<file path="src/rtl/div_pkg.sv">
// -----------------------------------------------------------------------------
// div_pkg
// Shared definitions for the iterative divider that produces the execute-stage
// {HI, LO} divide result.
//   div_state_t    : divider FSM states
//   DIV_WIDTH      : default operand width
//   DIV_CNT_W      : default iteration counter width (must hold DIV_WIDTH)
//   DIV_ZERO_QUOT  : quotient reported for a zero divisor (all ones)
//   div_hi/div_lo  : field accessors for the packed {HI, LO} result
// -----------------------------------------------------------------------------
package div_pkg;

    localparam int DIV_WIDTH = 32;
    localparam int DIV_CNT_W = 6;

    typedef enum logic [1:0] {
        IDLE    = 2'd0,
        DIVZERO = 2'd1,
        CALC    = 2'd2,
        DONE    = 2'd3
    } div_state_t;

    localparam logic [DIV_WIDTH-1:0] DIV_ZERO_QUOT = '1;

    // HI (remainder) occupies [2*WIDTH-1:WIDTH], LO (quotient) [WIDTH-1:0].
    function automatic logic [DIV_WIDTH-1:0] div_hi(input logic [2*DIV_WIDTH-1:0] r);
        return r[2*DIV_WIDTH-1:DIV_WIDTH];
    endfunction

    function automatic logic [DIV_WIDTH-1:0] div_lo(input logic [2*DIV_WIDTH-1:0] r);
        return r[DIV_WIDTH-1:0];
    endfunction

endpackage

</file>
<file path="src/rtl/div_sign_fix.sv">
// -----------------------------------------------------------------------------
// div_sign_fix
// Combinational conditional two's-complement negate. Used both to take the
// magnitude of the operands when a divide starts and to restore the signs of
// the quotient and remainder when the result is registered.
//   val : input value
//   neg : 1 = output the two's-complement negation of val
//   res : neg ? -val : val
// -----------------------------------------------------------------------------
module div_sign_fix #(
    parameter int WIDTH = 32
) (
    input  logic [WIDTH-1:0] val,
    input  logic             neg,
    output logic [WIDTH-1:0] res
);

    assign res = neg ? (~val + 1'b1) : val;

endmodule

</file>
<file path="src/rtl/div_iter.sv">
// -----------------------------------------------------------------------------
// div_iter
// Iterative radix-2 restoring divider for MIPS DIV/DIVU. One quotient bit is
// produced per cycle on operand magnitudes; signs are reapplied on the way into
// the result register. A zero divisor short-cuts to a fixed result.
//   clk          : clock, all state updates on the rising edge
//   rst          : synchronous active-low reset
//   flush        : pipeline flush, cancels any operation in flight
//   annul_i      : explicit cancel, same effect as flush
//   opdata1_i    : dividend
//   opdata2_i    : divisor
//   start_i      : request, held high by the consumer until ready_o
//   signed_div_i : 1 = signed (DIV), 0 = unsigned (DIVU)
//   ready_o      : result valid, one cycle per completed operation
//   result_o     : {remainder, quotient} = {HI, LO}
// -----------------------------------------------------------------------------
module div_iter
    import div_pkg::*;
#(
    parameter int WIDTH = DIV_WIDTH,
    parameter int CNT_W = DIV_CNT_W
) (
    input  logic               clk,
    input  logic               rst,
    input  logic               flush,
    input  logic               annul_i,
    input  logic [WIDTH-1:0]   opdata1_i,
    input  logic [WIDTH-1:0]   opdata2_i,
    input  logic               start_i,
    input  logic               signed_div_i,
    output logic               ready_o,
    output logic [2*WIDTH-1:0] result_o
);

    // Sign-extending the all-ones constant keeps it all ones at any WIDTH.
    localparam logic [WIDTH-1:0] ZERO_QUOT = WIDTH'(signed'(DIV_ZERO_QUOT));

    div_state_t state;
    div_state_t state_nxt;

    logic [CNT_W-1:0]   cnt;
    logic [WIDTH-1:0]   rem;        // partial remainder
    logic [WIDTH-1:0]   dvd;        // dividend bits shifting out, quotient bits shifting in
    logic [WIDTH-1:0]   dvs;        // divisor magnitude
    logic               sign_q;
    logic               sign_r;
    logic [2*WIDTH-1:0] result;

    logic               cancel;
    logic               last_iter;
    logic               div_zero;
    logic               accept;
    logic               a_neg;
    logic               b_neg;
    logic [WIDTH-1:0]   abs_a;
    logic [WIDTH-1:0]   abs_b;

    logic [WIDTH+1:0]   trial;
    logic               qbit;
    logic [WIDTH-1:0]   rem_nxt;
    logic [WIDTH-1:0]   quot_nxt;
    logic [WIDTH-1:0]   rem_fix;
    logic [WIDTH-1:0]   quot_fix;

    assign cancel    = flush | annul_i;
    assign last_iter = (cnt == CNT_W'(WIDTH - 1));
    assign div_zero  = (opdata2_i == '0);
    assign accept    = (state == IDLE) && (state_nxt != IDLE);

    assign a_neg = signed_div_i & opdata1_i[WIDTH-1];
    assign b_neg = signed_div_i & opdata2_i[WIDTH-1];

    div_sign_fix #(.WIDTH(WIDTH)) u_abs_a (.val(opdata1_i), .neg(a_neg), .res(abs_a));
    div_sign_fix #(.WIDTH(WIDTH)) u_abs_b (.val(opdata2_i), .neg(b_neg), .res(abs_b));

    // Trial subtract of the divisor from {rem, next dividend bit}. The extra
    // top bit acts as the borrow: clear means the subtraction fits.
    assign trial    = {1'b0, rem, dvd[WIDTH-1]} - {2'b00, dvs};
    assign qbit     = ~trial[WIDTH+1];
    assign rem_nxt  = qbit ? trial[WIDTH-1:0] : {rem[WIDTH-2:0], dvd[WIDTH-1]};
    assign quot_nxt = {dvd[WIDTH-2:0], qbit};

    // Signs are reapplied to the final iteration's values so the result can be
    // registered on the same edge that enters DONE.
    div_sign_fix #(.WIDTH(WIDTH)) u_fix_rem  (.val(rem_nxt),  .neg(sign_r), .res(rem_fix));
    div_sign_fix #(.WIDTH(WIDTH)) u_fix_quot (.val(quot_nxt), .neg(sign_q), .res(quot_fix));

    // ---------------------------------------------------------------- FSM ---
    always_ff @(posedge clk) begin
        if (!rst) begin
            state <= IDLE;
        end else begin
            state <= state_nxt;
        end
    end

    always_comb begin
        state_nxt = state;
        case (state)
            IDLE:    if (start_i) state_nxt = div_zero ? DIVZERO : CALC;
            DIVZERO: state_nxt = DONE;
            CALC:    if (last_iter) state_nxt = DONE;
            DONE:    state_nxt = IDLE;   // start_i is ignored here
            default: state_nxt = IDLE;
        endcase
        if (cancel) begin
            state_nxt = IDLE;
        end
    end

    // ------------------------------------------------------ iteration count ---
    always_ff @(posedge clk) begin
        if (!rst) begin
            cnt <= '0;
        end else if (state == CALC && state_nxt == CALC) begin
            cnt <= cnt + 1'b1;
        end else begin
            cnt <= '0;
        end
    end

    // ------------------------------------------------------------ datapath ---
    always_ff @(posedge clk) begin
        if (accept) begin
            sign_q <= a_neg ^ b_neg;
            sign_r <= a_neg;
            // For a zero divisor the raw dividend is kept: it becomes HI.
            dvd    <= div_zero ? opdata1_i : abs_a;
            dvs    <= abs_b;
            rem    <= '0;
        end else if (state == CALC) begin
            rem    <= rem_nxt;
            dvd    <= quot_nxt;
        end
    end

    // -------------------------------------------------------------- result ---
    always_ff @(posedge clk) begin
        if (!rst) begin
            result <= '0;
        end else if (state_nxt == DONE) begin
            if (state == DIVZERO) begin
                result <= {dvd, ZERO_QUOT};
            end else begin
                result <= {rem_fix, quot_fix};
            end
        end
    end

    assign ready_o  = (state == DONE);
    assign result_o = result;

endmodule

</file>
<file path="config.mk">
export PLATFORM = sky130hd
export DESIGN_NAME = div_iter
export DESIGN_NICKNAME = d
export VERILOG_FILES = /design/src/rtl/div_pkg.sv /design/src/rtl/div_sign_fix.sv /design/src/rtl/div_iter.sv
export SDC_FILE = /design/constraint.sdc
export NUM_CORES = 1
export LEC_CHECK = 0
export BUFFER_PORTS_ARGS = -buffer_cell sky130_fd_sc_hd__buf_2
export CORE_ASPECT_RATIO = 0.8
export CORE_UTILIZATION = 45
export CTS_CLUSTER_DIAMETER = 40
export CTS_CLUSTER_SIZE = 12
export DETAILED_ROUTE_END_ITERATION = 10
export GPL_ROUTABILITY_DRIVEN = 1
export MAX_ROUTING_LAYER = met4
export PLACE_DENSITY = 0.66
export SYNTH_ARGS = -nofsm -noshare
export SYNTH_HDL_FRONTEND = slang
export SYNTH_SLANG_ARGS = --single-unit
</file>
<file path="constraint.sdc">
create_clock -name clk -period 4.65 [get_ports clk]
set_input_delay 0.465 -clock clk [delete_from_list [all_inputs] [get_ports clk]]
set_output_delay 0.465 -clock clk [all_outputs]
set_load 0.02 [all_outputs]
</file>
# After elaboration in Yosys (flattened, before gate mapping)
# Index checks and enable logic that the tools add are counted.
[op_classes] addsub=6 eq_ne=6 muxes=14 bitwise=9 n_reduce_logical=7
[op_table] op="2-to-1 mux 32 bit" count=8
[op_table] op="adder 32 x 1 -> 32 bit, second input constant" count=4
[op_table] op="inverter 32 bit" count=4
[op_table] op="2-to-1 mux 64 bit" count=1
[op_table] op="subtractor 33 x 32 -> 34 bit" count=1
[op_table] op="logical NOT 32 bit" count=1
[op_table] op="equality test 2 bit, second input constant" count=4
[op_table] op="2-to-1 mux 2 bit" count=4
[op_table] op="one-hot mux 2 bit (4 select lines)" count=1
[op_table] op="adder 6 x 1 -> 6 bit, second input constant" count=1
[op_table] op="equality test 6 x 5 -> 1 bit, second input constant" count=1
[op_table] op="nonzero test 2 bit" count=2
[op_table] op="AND 1 bit" count=2
[op_table] op="equality test 2 x 1 -> 1 bit, second input constant" count=1
[op_table] op="logical AND 1 bit" count=2
[op_table] op="logical NOT 2 bit" count=1
[op_table] op="AND reduction 2 bit" count=1
[op_table] op="inverter 1 bit" count=1
[op_table] op="OR 1 bit" count=1
[op_table] op="XOR 1 bit" count=1
[totals] reg_bits=170 in_bits=70 output_inout_bits=65 elab_cells=50

# Logic depth before layout (Yosys ltp)
[logic_depth] word_depth=8 depth_mapped=23 depth_no_buf=17

# Hierarchy
# A second synthesis with hierarchy kept.
[unflattened] cells_unflattened=1389 area_unflattened_um2=12418.2
[by_module_without_submodules] module="div_iter" instances=1 cells_each=993 area_each_um2=9310.2 seq_area_each_um2=4063.9
[by_module_without_submodules] module="div_sign_fix" instances=4 cells_each=99 area_each_um2=777.0 seq_area_each_um2=0.0

# Least setup slack after synthesis
# Ideal clock, no wire load.
[synth_path] kind="reg-to-reg" from="register dvs[1]" to="register result[62], in the netlist result_o[62]" setup_time_ns=0.081 arrival_time_ns=4.597 t_required_ns=4.569 slack_ns=-0.027 stages_incl_launch_ff=21 n_path_buf=5 synth_period_minus_slack_ns=4.677 cell_sequence="edfxtp_1 inv_1 ha_1 nor2b_1 o31ai_1 a21boi_1 o31ai_2 o21ai_1 buf_2 buf_2 buf_2 buf_2 clkbuf_1 o21ai_0 ha_1 nand3_1 mux2_2 a21o_1 o21ai_1 or4b_1 a41oi_1"
[synth_via] elab_chain_len=6
[synth_rtl] element="start, declared" line_no="div_iter.sv:44" rtl="logic [WIDTH-1:0] dvs;"
[synth_rtl] element="start signal, assigned" line_no="div_iter.sv:129" rtl="dvs <= abs_b;"
[synth_rtl] element="subtractor 33 x 32 -> 34 bit *" line_no="div_iter.sv:78" rtl="assign trial = {1'b0, rem, dvd[WIDTH-1]} - {2'b00, dvs};"
[synth_rtl] element="2-to-1 mux 32 bit *" line_no="div_iter.sv:80" rtl="assign rem_nxt = qbit ? trial[WIDTH-1:0] : {rem[WIDTH-2:0], dvd[WIDTH-1]};"
[synth_rtl] element="inverter 32 bit" line_no="div_sign_fix.sv:18" rtl="assign res = neg ? (~val + 1'b1) : val;"
[synth_rtl] element="adder 32 x 1 -> 32 bit" line_no="div_sign_fix.sv:18"
[synth_rtl] element="2-to-1 mux 32 bit *" line_no="div_sign_fix.sv:18"
[synth_rtl] element="2-to-1 mux 64 bit *" line_no="div_iter.sv:142" rtl="if (state == DIVZERO) begin"
[synth_rtl] element="end signal, assigned" line_no="div_iter.sv:143" rtl="result <= {dvd, ZERO_QUOT};"
[synth_rtl] element="end signal, assigned" line_no="div_iter.sv:145" rtl="result <= {rem_fix, quot_fix};"
[synth_rtl] element="end, declared" line_no="div_iter.sv:47" rtl="logic [2*WIDTH-1:0] result;"
# Every way passes the cells marked *; elsewhere a longest branch is shown, timed or not.
# A chain may end at the register's enable or synchronous reset.

# Final worst setup path
[layout_path] from="register rem[25]" to="register result[56], in the netlist result_o[56]"
[layout_via] elab_chain_len=6
[layout_rtl] element="start, declared" line_no="div_iter.sv:42" rtl="logic [WIDTH-1:0] rem;"
[layout_rtl] element="start signal, assigned" line_no="div_iter.sv:132" rtl="rem <= rem_nxt;"
[layout_rtl] element="subtractor 33 x 32 -> 34 bit *" line_no="div_iter.sv:78"
[layout_rtl] element="2-to-1 mux 32 bit *" line_no="div_iter.sv:80"
[layout_rtl] element="inverter 32 bit" line_no="div_sign_fix.sv:18"
[layout_rtl] element="adder 32 x 1 -> 32 bit" line_no="div_sign_fix.sv:18"
[layout_rtl] element="2-to-1 mux 32 bit *" line_no="div_sign_fix.sv:18"
[layout_rtl] element="2-to-1 mux 64 bit *" line_no="div_iter.sv:142"
# Marked as above.

==> flow_summary.json <==
{
  "status": "completed",
  "synth_top_family_by_area": "compound AO/OA/AOI/OAI gates",
  "coreArea_sq_um": 26190,
  "synth.mux.area_fraction_pct": 1.609,
  "clkPwrFrac_pct": 25.7,
  "cts_tree": "yes",
  "synthCells": 1471,
  "cts_root_buffer": "clkbuf_16",
  "post_cts_buffers": 0,
  "drive_gt1_share_pct": 15.11,
  "grt_pass1_vias": 10670,
  "period_share_pct": 93.02,
  "num_vias": 11850,
  "max_stage_delay_ns": 0.52,
  "clock-sinks": 170,
  "worstSetupStartpointType": "flop",
  "io_buffer_count": 134,
  "place_hpwl_mm": 29.52,
  "ys_seq_area_share_pct": 33.93,
  "antenna_found_initial": 0,
  "htree_levels": 4,
  "setup_tns_ns": 0,
  "slew_headroom_pct": 7.350,
  "synth_xor_area_share_pct": 9.361,
  "regArea_sq_um": 4064,
  "end_kind": "flop",
  "die_area_sq_um": 27270,
  "grt.total_usage_pct": 29.42,
  "combPwrFrac_pct": 42.1,
  "syn_to_final_growth_pct": 14.45,
  "vdd.ir_drop.worst_mv": 0.2925,
  "dieHeight_um": 147.9,
  "holdWs_ns": 0.2394,
  "synth.avg_cell_area_sq_um": 8.142,
  "p_sw_mw": 2.341,
  "critical_path_buf_inv_count": 0,
  "viasPerCell": 6.070,
  "hold_class": "input port to flop",
  "cap_violations": 0,
  "fin_crit_ns": 4.325,
  "synth_ff_type": "dfxtp_1",
  "wl_per_cell_um": 19.80,
  "ys_ff_latch": 170,
  "place_congestion": 1.027,
  "num-nets-final": 1694,
  "setup_viol": 0,
  "intPower_mw": 3.282,
  "grt_setup_unrepaired": "false",
  "power_density_nw_per_um2": 410.3,
  "rows": 53,
  "grt_pass1_wl_mm": 60.09,
  "fillers": 2467,
  "multi_input_area_sq_um": 7373,
  "synth_fp_nets": 1583,
  "arrival_ns": 4.65,
  "drtAntennaViolNets": 0,
  "wl_mm": 38.65,
  "die-width_um": 184.4,
  "grt_max_degree": 60,
  "crit_path_max_fanout": 9,
  "netlist_area_sq_um": 11980,
  "max_clock_freq_mhz": 231.2,
  "drt_iter0_drc": 1361,
  "synth_cell_types": 78,
  "crit_slowest_cell": "a2111oi_2",
  "ys.warnings.count": 0,
  "switching_share_pct": 41.63,
  "synth_compound_area_share_pct": 25.57,
  "hold_buffers": 0,
  "seqPwrFrac_pct": 32.2,
  "finalMaxSlewViolations": 0,
  "cts.clk_slew.worst_paths_ns": 0.07,
  "tightest_slew_ns": 1.377,
  "ios": 135,
  "initial_core_util_pct": 45.72,
  "async_flop_share_pct": 0,
  "cts_made_buffers": 17,
  "clock_path_buffers": 2,
  "critPathKind": "flop to flop",
  "synth-simple-area-share_pct": 20.23,
  "hold_violations": 0,
  "p_leak_nw": 5.576,
  "cp_top_family": "compound AO/OA/AOI/OAI gates",
  "diodes": 0,
  "clk_latency_ns": 0.45,
  "worstPathRequired_ns": 4.98,
  "drc": 0,
  "synth_fa_ha_area_share_pct": 4.450,
  "synth_edf_count": 66,
  "globalRoute.totalOverflow": 0,
  "path_cells": "ha_1, a21oi_1, o21ai_1, a2111oi_2, o21a_1, o21ai_4, o21ai_0, ha_1, nand3_1, mux2_2, a21o_1, nor3_2, a41o_1, xnor2_1, o21ai_0",
  "first_pass_iters": 8,
  "finalClockSkew_ns": 0.01530
}
==> metal layers <==
metal  share of wire, %  GRT usage (%)  vias up
met1                 47          42.56     5589
li1                   -              -     5642
met2                 42          41.62      549
met5                  0              -        -
met3                8.3          5.469       69
met4                2.2          7.625        0
==> state kept, by name, indices dropped and copies added (netlist names) <==
name and count:
sign_r 1, result_o 64, rem 32, cnt 6, sign_q 1, dvs 32
state 2, dvd 32
==> worst register-to-register path, stage by stage (launching register included) <==
cell,delay [ns]
dfxtp_1,0.34
ha_1,0.41
a21oi_1,0.24
o21ai_1,0.17
a2111oi_2,0.52
o21a_1,0.28
o21ai_4,0.14
o21ai_0,0.32
ha_1,0.28
nand3_1,0.09
mux2_2,0.29
a21o_1,0.25
nor3_2,0.42
a41o_1,0.26
xnor2_1,0.11
o21ai_0,0.09
==> final cells by class <==
class                           count  area share [%]
Multi-Input combinational cell   1152           53.79
Tap cell                          357           3.259
Inverter                           67           1.835
Timing Repair Buffer              174           7.266
Clock buffer                       17           3.104
Sequential cell                   170           29.65
Clock inverter                     15           1.095
==> through the flow <==
| step | cells | power [mW] | cell area (sq um) | setup WS, ns | util [%] |
|---|---|---|---|---|---|
| finish | 1952 | 5.624 | 13710 | 0.3248 | 52.33 |
| global route | 1952 | 5.909 | 13710 | 0.03454 | 52.33 |
| CTS | 1952 | 5.567 | 13700 | 0.2086 | 52.29 |
| detailed placement | 1920 | 4.129 | 13120 | 0.2348 | 50.09 |
| global placement | 1920 | 4.121 | 13120 | 0.5512 | 50.09 |
| floorplan | 1471 | 3.405 | 11980 | 0.02216 | - |
==> synthesized netlist by cell type, types with 17 or more instances <==
cell	count	share of area (%)
nand2_1	139	4.4
or3_1	21	1.1
edfxtp_1	66	17
and2_1	20	1.0
buf_2	17	0.71
clkbuf_1	58	1.8
nand3_1	37	1.5
inv_1	64	2.0
xnor2_1	55	4.0
a31oi_1	27	1.4
nor3_1	34	1.4
o31ai_1	21	1.3
o21ai_0	117	4.9
nor2_1	142	4.5
dfxtp_1	104	17
a21oi_1	89	3.7
xor2_1	73	5.3
mux2i_1	17	1.4
ha_1	41	4.3
o211ai_1	21	1.3
a211oi_1	39	2.4
==> power groups by stage <==
stage	clock network, mW	registers, mW	logic, mW
2_1_floorplan	0	1.77	1.63
3_3_place_gp	0	1.83	2.29
3_5_place_dp	0	1.84	2.29
4_1_cts	1.45	1.80	2.31
5_1_grt	1.51	1.82	2.58
6_report	1.44	1.81	2.37
==> logic make-up (layout without fill, tap and decap cells) <==
kind of cell               count (synthesis)  count (layout)
xor gates and xnor gates                 128             128
DFF                                      170             170
adders and majority gates                 42              42
buffers and inverters                    149             273
AOI/OAI and AO/OA                        463             463
and+or+nand+nor                          500             500
muxes                                     19              19
==> placed cells by master, fill, tap and decap left out, types with 15 or more instances in the layout <==
cell and count:
a211oi_1 39, nor3_1 34, inv_1 63, buf_2 134, dfxtp_1 104, xor2_1 73, a311oi_1 15, mux2i_1 17
o41ai_1 15, clkbuf_16 17, a21oi_1 89, o211ai_1 21, nor2_1 142, nand2_1 139, o31ai_1 20, and2_1 19
buf_4 38, xnor2_1 55, o21ai_0 117, a31oi_1 27, ha_1 40, or3_1 21, edfxtp_1 66, nand3_1 37
==> worst paths after layout <==
path | depth (start not counted) | end | startpoint | slack (ns)
worst min register to register | 1 | cnt[0]$_SDFF_PN0_ | cnt[0]$_SDFF_PN0_ | 0.45
worst min-delay path | 1 | dvs[0]$_DFFE_PP_ | opdata2_i[0] | 0.24
worst max register to register | 15 | result_o[56]$_SDFFE_PN0N_ | rem[25]$_SDFFE_PP0P_ | 0.32
worst max-delay path | 15 | result_o[56]$_SDFFE_PN0N_ | rem[25]$_SDFFE_PP0P_ | 0.32
==> what timing repair did <==
action	in CTS	in global routing
endpoints found under the hold margin	0	0
endpoints found under the setup margin	0	6
gates resized for setup	0	3
Power figures use the tool's default switching activity.
